===== config.mk =====
export PLATFORM = sky130hd
export DESIGN_NAME = rd_ctrl_mp
export DESIGN_NICKNAME = d
export VERILOG_FILES = /design/src/rtl/cache_pkg.sv /design/src/rtl/rd_id_fifo.sv /design/src/rtl/rd_ctrl_mp.sv
export SDC_FILE = /design/constraint.sdc
export NUM_CORES = 1
export LEC_CHECK = 0
export CORE_AREA = 2 2 144 146
export CTS_CLUSTER_DIAMETER = 80
export CTS_CLUSTER_SIZE = 14
export DETAILED_ROUTE_END_ITERATION = 10
export DIE_AREA = 0 0 146 148
export SLEW_MARGIN = 0
export SYNTH_ARGS = -nofsm -noshare
export SYNTH_HDL_FRONTEND = slang
export SYNTH_SLANG_ARGS = --single-unit

===== constraint.sdc =====
create_clock -name clk -period 5.8 [get_ports clk]
set_clock_uncertainty 0.1 [all_clocks]
set_input_delay 0.87 -clock clk [delete_from_list [all_inputs] [get_ports clk]]
set_output_delay 0.87 -clock clk [all_outputs]
set_load 0.02 [all_outputs]

===== src/rtl/cache_pkg.sv =====
// rtl/cache_pkg.sv - shared FSM state, tag-access and conflict-exchange encodings
package cache_pkg;

    typedef enum logic [3:0] {
        ST_IDLE,
        ST_NORM,
        ST_WAIT_MEM,
        ST_CHECK_CONFLICT,
        ST_WAIT_CONFLICT,
        ST_ALLOCATE_LINE,
        ST_FETCH_REQ,
        ST_WAIT_FETCH,
        ST_ACC_MEM
    } rd_state_e;

    localparam logic [1:0] ACC_LOOKUP = 2'b00;
    localparam logic [1:0] ACC_ALLOC  = 2'b10;
    localparam logic [1:0] ACC_TOUCH  = 2'b11;

    localparam logic [2:0] ACC_MISS       = 3'b000;
    localparam logic [2:0] ACC_MISS_DIRTY = 3'b100;
    localparam logic [2:0] ACC_HIT        = 3'b001;
    localparam logic [2:0] ACC_HIT_DIRTY  = 3'b010;

    localparam logic [2:0] PROC_IDLE  = 3'b000;
    localparam logic [2:0] PROC_CHECK = 3'b001;
    localparam logic [2:0] PROC_BUSY  = 3'b010;
    localparam logic [2:0] PROC_DONE  = 3'b011;

    function automatic logic is_hit(input logic [2:0] status);
        return (status == ACC_HIT) || (status == ACC_HIT_DIRTY);
    endfunction

endpackage


===== src/rtl/rd_id_fifo.sv =====
// rtl/rd_id_fifo.sv - port-id FIFO pairing outstanding data-RAM reads with their requester
module rd_id_fifo #(
    parameter int W     = 1,
    parameter int DEPTH = 4,
    localparam int AW   = (DEPTH > 1) ? $clog2(DEPTH) : 1,
    localparam int CW   = $clog2(DEPTH + 1)
) (
    input  logic         clk,
    input  logic         rst_n,
    input  logic         push,
    input  logic [W-1:0] push_data,
    input  logic         pop,
    output logic [W-1:0] head,
    output logic         full,
    output logic         empty
);

    logic [W-1:0]  slots [DEPTH];
    logic [AW-1:0] rd_ptr;
    logic [AW-1:0] wr_ptr;
    logic [CW-1:0] count;
    logic          do_push;
    logic          do_pop;

    assign full    = (count == CW'(DEPTH));
    assign empty   = (count == '0);
    assign do_push = push && !full;
    assign do_pop  = pop && !empty;
    assign head    = slots[rd_ptr];

    always_ff @(posedge clk or negedge rst_n) begin
        if (!rst_n) begin
            rd_ptr <= '0;
            wr_ptr <= '0;
            count  <= '0;
            for (int i = 0; i < DEPTH; i++) slots[i] <= '0;
        end else begin
            if (do_push) begin
                slots[wr_ptr] <= push_data;
                wr_ptr <= (wr_ptr == AW'(DEPTH - 1)) ? '0 : wr_ptr + 1'b1;
            end
            if (do_pop) rd_ptr <= (rd_ptr == AW'(DEPTH - 1)) ? '0 : rd_ptr + 1'b1;
            if (do_push && !do_pop)      count <= count + 1'b1;
            else if (do_pop && !do_push) count <= count - 1'b1;
        end
    end

endmodule


===== src/rtl/rd_ctrl_mp.sv =====
// rtl/rd_ctrl_mp.sv - multi-port cache read controller: arbitration, hit/miss handling, line fill
module rd_ctrl_mp
    import cache_pkg::*;
#(
    parameter int ADDR_W     = 32,
    parameter int DATA_W     = 32,
    parameter int LIST_DEPTH = 4,
    parameter int LIST_WIDTH = 32,
    parameter int NUM_PORTS  = 2,
    parameter int MAX_OUT    = 4,
    localparam int TW = $clog2(LIST_DEPTH),
    localparam int WW = $clog2(LIST_WIDTH),
    localparam int BW = $clog2(DATA_W / 8),
    localparam int OW = WW + BW,
    localparam int PW = (NUM_PORTS > 1) ? $clog2(NUM_PORTS) : 1
) (
    input  logic                        clk,
    input  logic                        rst_n,
    input  logic [NUM_PORTS-1:0]        rd_valid,
    output logic [NUM_PORTS-1:0]        rd_ready,
    input  logic [NUM_PORTS*ADDR_W-1:0] rd_addr,
    output logic [DATA_W-1:0]           rd_data,
    output logic                        rd_data_valid,
    output logic [PW-1:0]               rd_data_port,
    output logic                        acc_req,
    output logic [1:0]                  acc_cmd,
    output logic [ADDR_W-1:0]           acc_index,
    output logic [TW-1:0]               acc_tag,
    input  logic [2:0]                  acc_status,
    input  logic [TW-1:0]               return_tag,
    input  logic [ADDR_W-1:0]           return_index,
    input  logic                        allocate_busy,
    output logic [2:0]                  proc_status_r,
    output logic [ADDR_W-1:0]           proc_addr_r,
    output logic [TW-1:0]               proc_tag_r,
    input  logic [2:0]                  proc_status_w,
    input  logic [ADDR_W-1:0]           proc_addr_w,
    input  logic [TW-1:0]               proc_tag_w,
    output logic                        fetch_req,
    output logic [1:0]                  fetch_cmd,
    output logic [TW-1:0]               fetch_tag,
    output logic [ADDR_W-1:0]           fetch_addr,
    output logic [ADDR_W-1:0]           fetch_addr_pre,
    input  logic                        fetch_gnt,
    input  logic                        fetch_done,
    output logic                        mem_ren,
    output logic [TW+WW-1:0]            mem_raddr,
    input  logic                        mem_rready,
    input  logic [DATA_W-1:0]           mem_rdata,
    input  logic                        mem_rdata_valid,
    output logic                        err_orphan
);

    localparam logic [ADDR_W-1:0] LINE_MASK = ~((ADDR_W'(1) << OW) - ADDR_W'(1));

    rd_state_e         state, state_nx;
    logic [PW-1:0]     rr_ptr, sel, port_q, push_id, fifo_head;
    logic              found, can_accept, handshake, push, pop, fifo_full, fifo_empty;
    logic [ADDR_W-1:0] sel_addr, addr_q, cur_addr, line_addr, victim_q;
    logic [WW-1:0]     word_off;
    logic [TW-1:0]     tag_q;
    logic [1:0]        fetch_cmd_q;
    logic              err_q;

    // Lowest valid port at or above the pointer wins; otherwise wrap to the lowest valid port.
    always_comb begin
        sel      = '0;
        found    = 1'b0;
        sel_addr = '0;
        for (int j = NUM_PORTS - 1; j >= 0; j--)
            if (rd_valid[j]) begin
                sel   = PW'(j);
                found = 1'b1;
            end
        for (int j = NUM_PORTS - 1; j >= 0; j--)
            if (rd_valid[j] && (j >= int'(rr_ptr))) sel = PW'(j);
        for (int j = 0; j < NUM_PORTS; j++)
            if (PW'(j) == sel) sel_addr = rd_addr[j*ADDR_W +: ADDR_W];
    end

    // Reset gating keeps every output quiet while rst_n is held low.
    assign can_accept = rst_n && ((state == ST_IDLE) || (state == ST_NORM)) && !fifo_full;
    assign handshake  = can_accept && found;
    assign rd_ready   = handshake ? (NUM_PORTS'(1) << sel) : '0;

    assign cur_addr       = handshake ? sel_addr : addr_q;
    assign line_addr      = cur_addr & LINE_MASK;
    assign word_off       = WW'(cur_addr >> BW);
    assign acc_index      = line_addr;
    assign proc_addr_r    = line_addr;
    assign fetch_addr     = line_addr;
    assign fetch_addr_pre = victim_q;
    assign fetch_tag      = tag_q;
    assign proc_tag_r     = tag_q;
    assign fetch_cmd      = fetch_cmd_q;
    assign err_orphan     = err_q;

    always_comb begin
        state_nx      = state;
        acc_req       = 1'b0;
        acc_cmd       = ACC_LOOKUP;
        acc_tag       = '0;
        proc_status_r = PROC_IDLE;
        fetch_req     = 1'b0;
        mem_ren       = 1'b0;
        mem_raddr     = {tag_q, word_off};
        push          = 1'b0;
        case (state)
            ST_IDLE, ST_NORM: begin
                state_nx = ST_IDLE;
                if (handshake) begin
                    acc_req = 1'b1;
                    if (is_hit(acc_status)) begin
                        mem_ren   = 1'b1;
                        mem_raddr = {return_tag, word_off};
                        push      = mem_rready;
                        state_nx  = mem_rready ? ST_NORM : ST_WAIT_MEM;
                    end else begin
                        state_nx = ST_CHECK_CONFLICT;
                    end
                end
            end
            ST_WAIT_MEM: begin
                mem_ren = 1'b1;
                if (mem_rready) begin
                    push     = 1'b1;
                    state_nx = ST_NORM;
                end
            end
            ST_CHECK_CONFLICT: begin
                proc_status_r = PROC_CHECK;
                if (((proc_status_w == PROC_CHECK) || (proc_status_w == PROC_BUSY)) &&
                    ((proc_addr_w & LINE_MASK) == line_addr))
                    state_nx = ST_WAIT_CONFLICT;
                else
                    state_nx = ST_ALLOCATE_LINE;
            end
            ST_WAIT_CONFLICT: begin
                if (proc_status_w == PROC_DONE) state_nx = ST_ACC_MEM;
            end
            ST_ALLOCATE_LINE: begin
                proc_status_r = PROC_BUSY;
                acc_req       = 1'b1;
                acc_cmd       = ACC_ALLOC;
                if (!allocate_busy) state_nx = ST_FETCH_REQ;
            end
            ST_FETCH_REQ: begin
                proc_status_r = PROC_BUSY;
                fetch_req     = 1'b1;
                if (fetch_gnt) state_nx = ST_WAIT_FETCH;
            end
            ST_WAIT_FETCH: begin
                proc_status_r = PROC_BUSY;
                if (fetch_done) state_nx = ST_ACC_MEM;
            end
            ST_ACC_MEM: begin
                proc_status_r = PROC_BUSY;
                mem_ren       = 1'b1;
                if (mem_rready) begin
                    push          = 1'b1;
                    acc_req       = 1'b1;
                    acc_cmd       = ACC_TOUCH;
                    acc_tag       = tag_q;
                    proc_status_r = PROC_DONE;
                    state_nx      = ST_NORM;
                end
            end
            default: state_nx = ST_IDLE;
        endcase
    end

    always_ff @(posedge clk or negedge rst_n) begin
        if (!rst_n) begin
            state       <= ST_IDLE;
            rr_ptr      <= '0;
            addr_q      <= '0;
            port_q      <= '0;
            tag_q       <= '0;
            victim_q    <= '0;
            fetch_cmd_q <= '0;
            err_q       <= 1'b0;
        end else begin
            state <= state_nx;
            if (handshake) begin
                rr_ptr <= (int'(sel) == NUM_PORTS - 1) ? '0 : sel + 1'b1;
                addr_q <= sel_addr;
                port_q <= sel;
                tag_q  <= return_tag;
            end
            if (state == ST_ALLOCATE_LINE) begin
                tag_q       <= return_tag;
                victim_q    <= return_index;
                fetch_cmd_q <= acc_status[1:0];
            end
            if ((state == ST_WAIT_CONFLICT) && (proc_status_w == PROC_DONE)) tag_q <= proc_tag_w;
            if (mem_rdata_valid && fifo_empty) err_q <= 1'b1;
        end
    end

    assign push_id       = handshake ? sel : port_q;
    assign pop           = mem_rdata_valid && !fifo_empty;
    assign rd_data_valid = pop;
    assign rd_data       = pop ? mem_rdata : '0;
    assign rd_data_port  = fifo_empty ? '0 : fifo_head;

    rd_id_fifo #(
        .W     (PW),
        .DEPTH (MAX_OUT)
    ) u_id_fifo (
        .clk       (clk),
        .rst_n     (rst_n),
        .push      (push),
        .push_data (push_id),
        .pop       (pop),
        .head      (fifo_head),
        .full      (fifo_full),
        .empty     (fifo_empty)
    );

endmodule

==> qor.csv <==
stage;metric;value;unit
flow_run;max-cap viol count;0;
drt;DRT Pass-1 Iters;5;
global_route;initial antenna violation count;0;
pwr;Power Density;533;nW/um^2
yosys;yosys warns;0;
global_route;vias in the first global route;5451;
sta;Tcrit/Tclk final;85.6;%
clock_tree;# hold bufs at CTS;0;
sta;Worst-Margin Slew;1.10;ns
final_layout;share of cells above drive strength 1;9.02;%
global_route;Overflow after GRT;0;
setup_path;Worst EP arrival;4.00;ns
final_layout;most common cell after layout, fill and taps aside;clkdlybuf4s50_1;
setup_path;Critical Path RT;4.83;ns
drt;via/cell ratio;4.70;
clock_tree;Root Buffer Master;clkbuf_16;
yosys;post-synth top area share;38.2;%
sta;final setup violation count;0;
global_route;total track usage;18.1;%
global_route;first-pass GRT wire length;30500;um
floorplanning;num ports;367;
yosys;Async S/R FF share, synth;100;%
yosys;post-synth top area cell;dfrtp_1;
floorplanning;Rows;52;
floorplanning;Die Y;148;um
clock_tree;clk slew on worst S/H paths;0.07;ns
setup_path;critical path class;input port to primary output;
yosys;xor/xnor share of the synthesized area;2.55;%
yosys;post-synthesis compound-gate area fraction;15.2;%
drt;routed vias;5338;
clock_tree;CTS Sinks;84;
place;Final Wtd Congestion;0.850;
yosys;#FFs+latches synth;84;
yosys;mean instance size in the synthesized netlist;9.39;um^2
clock_tree;CTS buffer count;9;
drt;post-route ant nets;0;
floorplanning;Starting Density;27.5;%
drt;routed len/inst;17.6;um
global_route;largest net degree at the start of global routing;49;
sta;setup TNS;0;ns
sta;Final Hold Fails;0;
yosys;mux contribution to synthesized area;13.0;%
yosys;Simple-Gate Fraction of Synth Area;15.0;%
clock_tree;clk buf depth;2;
sta;unrepaired setup endpoints after global routing;false;
sta;min Tclk post-route;4.97;ns
final_layout;Finished Layout Cells;1135;
yosys;combinational family with the most area after synthesis;compound AO/OA/AOI/OAI gates;
place;Buffers on Ports;333;
final_layout;Final Net Count;1046;
floorplanning;die area;21600;um^2
setup_path;startpoint types;input port;
clock_tree;CTS H-tree lvls;3;
setup_path;Max FO, Critical Path;23;
sta;Slew Limit Fails;0;
min_path;Hold WC Path Type;flop to flop;
yosys;register area share after synthesis;38.2;%
drt;DRC;0;
status;status;finished clean;
setup_path;crit end category;primary output;
yosys;EDFF count, synth;0;
clock_tree;post-CTS setup buffer count;0;
sta;fmax;201;MHz
floorplanning;die width;146;um
yosys;Netlist cell types;64;
yosys;Adder-Cell Fraction of Synth Area;1.73;%
final_layout;antenna cell count;0;
yosys;synthesized cell area;5500;um^2
clock_tree;clk_lat worst skew;0.35;ns
yosys;Synth Flop Type;dfrtp_1;
drt;Routed WL;20000;um
clock_tree;CTS resizes;0;
place;placed insts;1119;
pwr;peak supply drop;233;uV
clock_tree;CTS tree;built;
floorplanning;core footprint;20000;um^2
drt;DR iter-0 viols;198;
sta;relative max-transition margin;25.6;%
pwr;static leakage;3.69;nW
yosys;Syn Inst Count;586;
final_layout;Area growth syn-to-layout;62.6;%
yosys;top cells by area, synth;dfrtp_1, buf_4, mux2_2;
final_layout;most frequent cells in the layout;clkdlybuf4s50_1, dfrtp_1, nand2_1;
place;Detailed Place HPWL;16100;um
-- Yosys cell counts, drive strengths merged (9+ instances only) --
cell and instances:
mux2i 23, a21oi 12, a22oi 14, nor2 30
xnor2 9, dfrtp 84, clkbuf 15, o21ai 34
buf 84, nand2 54, inv 29, mux2 41
and2 35
-- state kept, by name (all words and copies together), names as in the netlist --
signal,count
addr_q,30
err_orphan,1
fetch_addr_pre,32
fetch_cmd,2
fetch_tag,2
port_q,1
rr_ptr,1
state,4
u_id_fifo.count,3
u_id_fifo.rd_ptr,2
u_id_fifo.slots,4
u_id_fifo.wr_ptr,2
-- report_power, final --
part / total (mW) / internal [mW] / leakage (nW) / switching [mW]
logic: 3.11 / 1.46 / 2.53 / 1.65
registers: 1.07 / 0.876 / 1.01 / 0.195
clock network: 0.590 / 0.306 / 0.148 / 0.284
total: 4.77 / 2.64 / 3.69 / 2.13
-- logic make-up (layout without fill, tap and decap cells) --
kind of cell / after synthesis / in the layout
other: 1 / 22
adders and majority gates: 7 / 7
muxes: 65 / 65
buffers and inverters: 128 / 386
DFF: 84 / 84
xor gates and xnor gates: 16 / 16
and+or+nand+nor: 163 / 163
AOI/OAI and AO/OA: 122 / 122
-- cell type report --
type / instances / area, um^2
clock buffer: 9 / 225
clock inverter: 7 / 73.8
fill: 1996 / 11100
inverter: 29 / 109
multi-input combinational: 395 / 2710
sequential: 84 / 2100
tap: 270 / 338
timing repair buffer: 341 / 3390
-- per-stage QoR --
step	power [mW]	setup WS (ns)	area (um^2)	hold slack [ns]	utilization, %
global route	5.06	0.714	8940	0.386	44.6
detailed placement	4.22	0.724	8650	0.347	43.1
finish	4.77	0.833	8940	0.365	44.6
floorplan	3.00	1.50	5580	0.354	-
global placement	4.19	0.799	8650	0.340	43.1
CTS	4.83	0.726	8940	0.372	44.6
-- worst max-delay path: stages --
cell and delay (ns):
clkdlybuf4s50_1 0.45, nor2b_1 0.20, nor2_4 0.64, mux2i_1 0.15, o21ai_0 0.88, clkdlybuf4s50_1 0.80
-- per-layer routing --
layer,global-route usage [%],up-vias,share of wire (%)
met5,0,-,0
met4,3.69,0,1.1
met3,4.26,14,6.6
met2,32.2,227,52
met1,22.5,2587,41
li1,-,2510,-
-- final timing paths --
kind                             start            endpoint  slack [ns]  depth (start not counted)
setup / recovery           rd_valid[0]       acc_index[21]        0.83                          6
hold / removal              err_orphan          err_orphan        0.36                          1
setup reg to reg              state[1]  u_id_fifo.count[2]        1.96                         10
hold reg to reg             err_orphan          err_orphan        0.36                          1
max in group asynchronous        rst_n  u_id_fifo.count[0]        4.10                          3
min in group asynchronous        rst_n            state[0]        0.47                          2
(Power assumes the default switching activity.)
